==> src/rtl/ubm_replay_buffer_pkg.sv <==
// Shared flit width and 2-bit flit type encodings for the UBM replay buffer.
// Flit type sits in the two MSBs of every flit.
package ubm_replay_buffer_pkg;
    localparam int         FLIT_WIDTH = 32;
    localparam logic [1:0] FT_HEAD    = 2'b00;
    localparam logic [1:0] FT_BODY    = 2'b01;
    localparam logic [1:0] FT_TAIL    = 2'b10;
    localparam logic [1:0] FT_SINGLE  = 2'b11;
endpackage

==> src/rtl/ubm_buf_mem.sv <==
// DEPTH x FLIT_W register array: one synchronous write port, one combinational read port.
// Write data is readable from the cycle after the write edge; no backpressure.
module ubm_buf_mem #(
    parameter int FLIT_W = 32,
    parameter int DEPTH  = 16,
    parameter int PW     = 4
)(
    input  logic              clk,
    input  logic              i_we,
    input  logic [PW-1:0]     i_waddr,
    input  logic [FLIT_W-1:0] i_wdat,
    input  logic [PW-1:0]     i_raddr,
    output logic [FLIT_W-1:0] o_rdat
);
    logic [FLIT_W-1:0] r_mem [DEPTH];

    always_ff @(posedge clk) begin
        if (i_we) begin
            r_mem[i_waddr] <= i_wdat;
        end
    end

    assign o_rdat = r_mem[i_raddr];
endmodule

==> src/rtl/ubm_replay_buffer.sv <==
// Per-port flit buffer with replay: packets are re-read per destination, freed only on pop.
// FWFT read, 1-cycle write-to-visible and commit-to-credit; upstream is credit-controlled, overflow writes are dropped.
module ubm_replay_buffer
    import ubm_replay_buffer_pkg::*;
#(
    parameter int FLIT_W = FLIT_WIDTH,
    parameter int DEPTH  = 16
)(
    input  logic                  clk,
    input  logic                  rstn,
    input  logic                  in_valid,
    input  logic [FLIT_W-1:0]     in_flit,
    output logic                  credit_out,
    output logic                  fifo_empty,
    output logic [FLIT_W-1:0]     out_flit,
    output logic [1:0]            flit_type,
    input  logic                  flit_fire,
    input  logic                  pop,
    input  logic                  read_reset,
    output logic [$clog2(DEPTH):0] occupancy,
    output logic                  overflow_err,
    output logic                  underflow_err
);
    localparam int PW = $clog2(DEPTH);

    logic [PW:0] r_wr_ptr;
    logic [PW:0] r_rd_ptr;
    logic [PW:0] r_cm_ptr;
    logic        r_credit;
    logic        r_overflow;
    logic        r_underflow;

    logic [PW:0] w_occ;
    logic [PW:0] w_rd_dist;
    logic        w_full;
    logic        w_empty;
    logic        w_wr_en;
    logic        w_fire;
    logic        w_commit;
    logic [PW:0] w_cm_ptr_nxt;
    logic [PW:0] w_rd_ptr_nxt;

    assign w_occ     = r_wr_ptr - r_cm_ptr;
    assign w_rd_dist = r_rd_ptr - r_cm_ptr;
    assign w_full    = (w_occ == (PW+1)'(DEPTH));
    assign w_empty   = (r_rd_ptr == r_wr_ptr);
    // Full is judged before this cycle's commit frees an entry.
    assign w_wr_en   = in_valid & ~w_full;
    assign w_fire    = flit_fire & ~w_empty;
    assign w_commit  = w_fire & pop;

    assign w_cm_ptr_nxt = r_cm_ptr + (PW+1)'(w_commit);
    // Rewind lands on the post-commit head, so a committing tail never replays.
    assign w_rd_ptr_nxt = read_reset ? w_cm_ptr_nxt : (r_rd_ptr + (PW+1)'(w_fire));

    always_ff @(posedge clk) begin
        if (!rstn) begin
            r_wr_ptr    <= '0;
            r_rd_ptr    <= '0;
            r_cm_ptr    <= '0;
            r_credit    <= 1'b0;
            r_overflow  <= 1'b0;
            r_underflow <= 1'b0;
        end else begin
            if (w_wr_en) begin
                r_wr_ptr <= r_wr_ptr + 1'b1;
            end
            r_rd_ptr    <= w_rd_ptr_nxt;
            r_cm_ptr    <= w_cm_ptr_nxt;
            r_credit    <= w_commit;
            r_overflow  <= r_overflow | (in_valid & w_full);
            r_underflow <= r_underflow | (flit_fire & w_empty);
        end
    end

    ubm_buf_mem #(
        .FLIT_W (FLIT_W),
        .DEPTH  (DEPTH),
        .PW     (PW)
    ) u_mem (
        .clk     (clk),
        .i_we    (w_wr_en),
        .i_waddr (r_wr_ptr[PW-1:0]),
        .i_wdat  (in_flit),
        .i_raddr (r_rd_ptr[PW-1:0]),
        .o_rdat  (out_flit)
    );

    assign flit_type     = out_flit[FLIT_W-1 -: 2];
    assign fifo_empty    = w_empty;
    assign occupancy     = w_occ;
    assign credit_out    = r_credit;
    assign overflow_err  = r_overflow;
    assign underflow_err = r_underflow;

    // Read pointer must stay between commit and write pointers.
    a_ptr_order: assert property (@(posedge clk) disable iff (!rstn) (w_rd_dist <= w_occ));
endmodule

==> config.mk <==
export PLATFORM = sky130hd
export DESIGN_NAME = ubm_replay_buffer
export DESIGN_NICKNAME = d
export VERILOG_FILES = /design/src/rtl/ubm_replay_buffer_pkg.sv /design/src/rtl/ubm_buf_mem.sv /design/src/rtl/ubm_replay_buffer.sv
export SDC_FILE = /design/constraint.sdc
export NUM_CORES = 1
export LEC_CHECK = 0
export CAP_MARGIN = 20
export CORE_MARGIN = 5
export CORE_UTILIZATION = 63
export DETAILED_ROUTE_END_ITERATION = 8
export PLACE_DENSITY = 0.86
export SLEW_MARGIN = 0
export SYNTH_ARGS = -nofsm -noshare
export SYNTH_HDL_FRONTEND = slang
export SYNTH_HIERARCHICAL = 1
export SYNTH_SLANG_ARGS = --single-unit
==> constraint.sdc <==
create_clock -name clk -period 7.5 [get_ports clk]
set_input_delay 1.5 -clock clk [delete_from_list [all_inputs] [get_ports clk]]
set_output_delay 1.5 -clock clk [all_outputs]
set_load 0.03 [all_outputs]
==> reports/results.md <==
• Maximum Capacitance Violations: 0
• Reg2Reg Launch Point: r_wr_ptr[0]
• Total GRT Usage: 26.0%
• EDFF count, synth: 512
• cell area after technology mapping: 20300 sq um
• fraction of registers with async set or reset after synthesis: 0%
• number of global-route vias before repair: 10600
• height of the die: 189 um
• Initial Utilization: 64.0%
• CTS tree: yes
• total number of clock tree sinks: 530
• endpoint of the most critical register-to-register path: u_mem/r_mem[3][17]
• Max IR drop VDD: 0.000213 V
• ratio of cells with drive above 1 in the final layout: 23.2%
• #FFs+latches synth: 530
• pin count of the biggest net entering global routing: 73
• slack of the worst reg-to-reg path: 3.29 ns
• fillers: 1714
• count of antenna-violating nets left after detailed routing: 0
• Tcrit/Tclk final: 68.3%
• post-synthesis average cell area: 22.1 sq um
• commonest register cell after synthesis: sky130_fd_sc_hd__edfxtp_1
• headroom to the max-slew limit: 24.3%
• per-cell routed wire length: 31.1 um
• global-route wire length before repair: 67700 um
• floorplan die width: 189 um
• type of the most critical hold path: flip-flop to flip-flop
• cell at the root of the clock tree: sky130_fd_sc_hd__clkbuf_16
• HPWL after DPL: 22200 um
• detailed-route DRC error count: 0
• final weighted congestion in routability-driven placement: 0.753
• cell count of the worst hold path: 2
• Total Negative Setup Slacks: 0 ns
• P_leak: 7.28 nW
• latest clock arrival within the worst-skew pair: 0.56 ns
• FMAX: 195 MHz
• top cells by area in the synthesized netlist: sky130_fd_sc_hd__edfxtp_1, sky130_fd_sc_hd__mux4_2, sky130_fd_sc_hd__a22oi_1
• launch point of the worst hold path: overflow_err
• synth-to-layout area growth: 14.6%
• count of endpoints failing setup in the final report: 0
• Power, Total: 6.54 mW
• worst-case reg-to-reg path depth: 11
• total I/O pin count: 81
• unique cell type count in the Yosys netlist: 37
• gate count after technology mapping: 919
• fin. max-slew vios: 0
• setup repair after global routing missed its margin: no
• most frequent cells in the layout: sky130_fd_sc_hd__edfxtp_1, sky130_fd_sc_hd__mux4_2, sky130_fd_sc_hd__clkdlybuf4s50_1
• met3 GRT Util: 4.90%
• critical path start-end classification: flip-flop to output port
• endpoints failing hold: 0
• Post-CTS Setup Inserts: 0
• Final #Nets: 1075
• cell type with the highest aggregate area in the netlist: sky130_fd_sc_hd__edfxtp_1
• CP startpoint kind: flip-flop
• total global routing overflow: 0
• initial antenna violation count: 2
• area share of the largest cell type after synthesis: 75.8%
• post-synthesis net count: 967
• clock slew seen by the registers of the worst setup and hold paths: 0.06 ns
• run status: finished clean
• post-synthesis sequential area ratio: 77.5%
• Rows: 65
• cts repair resizes: 0
• most frequent standard cell in the layout excluding fill and tap cells: sky130_fd_sc_hd__edfxtp_1
• minimum clock period after layout: 5.12 ns
• Max Clock Skew: 0.0161 ns
• final cell utilization of the core: 73.3%
• Vias/cell: 6.77
• Least-Margin Pin Slew: 1.14 ns
• endpoint kind of the worst setup timing path: output port
• Crit path arrival time: 3.62 ns
• number of I/O port buffers: 80
• core area: 31700 sq um
• endpoint with the worst hold slack: overflow_err
• warnings from Yosys: 6
• maximum buffer depth of the clock tree: 3
• number of iterations in the first detailed-routing pass: 5
• Die Footprint: 35900 sq um
• TritonCTS buffer count: 50
• worst endpoint required time: 6.00 ns
• most utilized layer in the global route result: met2
• Worst Path Max Fanout: 34
• met1 Track Usage GR: 34.9%
• H-tree lvl count: 2
• vias after detailed routing: 9953
• Cell Pwr Density: 281 nW/um^2
• hold buffer count at cts: 0
• GR Layer Usage met2: 44.7%
• starting DRC count in detailed routing: 1036
• Post-Route WL: 45700 um
==> Yosys cell counts, types with 2 or more instances <==
cell type,number
sky130_fd_sc_hd__nor2_1,14
sky130_fd_sc_hd__edfxtp_1,512
sky130_fd_sc_hd__nand2b_1,5
sky130_fd_sc_hd__clkbuf_1,20
sky130_fd_sc_hd__xnor2_1,8
sky130_fd_sc_hd__a22oi_1,64
sky130_fd_sc_hd__inv_1,7
sky130_fd_sc_hd__nor2b_1,9
sky130_fd_sc_hd__nand3_1,5
sky130_fd_sc_hd__o211a_1,3
sky130_fd_sc_hd__buf_2,4
sky130_fd_sc_hd__buf_1,9
sky130_fd_sc_hd__nor3_1,4
sky130_fd_sc_hd__and2_1,5
sky130_fd_sc_hd__nand3b_1,3
sky130_fd_sc_hd__nand2_1,45
sky130_fd_sc_hd__xor2_1,5
sky130_fd_sc_hd__buf_4,13
sky130_fd_sc_hd__mux4_2,128
sky130_fd_sc_hd__mux2i_1,7
sky130_fd_sc_hd__buf_6,2
sky130_fd_sc_hd__a21oi_1,5
sky130_fd_sc_hd__nand4_1,3
sky130_fd_sc_hd__dfxtp_1,18
sky130_fd_sc_hd__ha_1,9
==> cells by family after synthesis <==
logic type	count (synthesis)	share of synthesized area [%]
AOI/OAI and AO/OA	76	2.85
and+or+nand+nor	97	2.25
buffers and inverters	55	1.36
adders and majority gates	10	0.654
DFF	530	77.5
muxes	136	14.6
xor gates and xnor gates	15	0.721
==> registers in the layout, indices dropped and copies added, names as in the netlist <==
| name | cells |
|---|---|
| u_mem/r_mem | 512 |
| r_cm_ptr | 5 |
| r_rd_ptr | 5 |
| r_wr_ptr | 5 |
| credit_out | 1 |
| overflow_err | 1 |
| underflow_err | 1 |
==> where the power goes <==
part | internal [mW] | switching [mW] | total, mW
sequential | 3.31 | 0.0514 | 3.36
combinational | 0.344 | 0.402 | 0.747
clock | 1.39 | 1.05 | 2.44
total | 5.04 | 1.50 | 6.54
==> stage by stage <==
step	instances	instance area [sq um]	setup slack, ns	hold slack (ns)
detailed placement	1377	21700	2.93	0.489
floorplan	919	20300	2.20	0.479
finish	1470	23300	2.38	0.501
CTS	1469	23200	2.29	0.510
global placement	1377	21700	2.98	0.472
global route	1470	23300	2.09	0.540
==> critical path, stage by stage, from the launching register on <==
cell,delay [ns]
sky130_fd_sc_hd__dfxtp_4,0.80
sky130_fd_sc_hd__buf_4,0.68
sky130_fd_sc_hd__mux4_2,0.61
sky130_fd_sc_hd__a22oi_1,0.19
sky130_fd_sc_hd__nand2_1,0.13
sky130_fd_sc_hd__clkdlybuf4s50_1,0.62
==> layout make-up <==
type,count,area (sq um),area share [%]
clock buffer,63,1360,5.87
multi-input combinational,334,4420,19.0
sequential,530,15700,67.7
timing repair buffer,104,993,4.27
antenna,1,2.50,0.0108
tap,402,503,2.16
inverter,7,26.3,0.113
clock inverter,29,205,0.882
==> layer usage <==
| metal | vias up | wire length, um |
|---|---|---|
| met5 | - | 13 |
| met1 | 5218 | 16500 |
| met4 | 2 | 1080 |
| met3 | 81 | 4070 |
| li1 | 4060 | - |
| met2 | 592 | 24100 |
==> worst max-delay path by stage <==
stage,start,end,cells past startpoint
final,r_rd_ptr[0],out_flit[21],5
after global routing,r_rd_ptr[0],out_flit[20],5
after CTS,r_rd_ptr[0],out_flit[21],5
after detailed placement,r_rd_ptr[0],out_flit[29],5
after global placement,r_rd_ptr[0],out_flit[21],5
after floorplan,r_wr_ptr[0],u_mem/r_mem[0][0],10
Power figures use the tool's default switching activity.
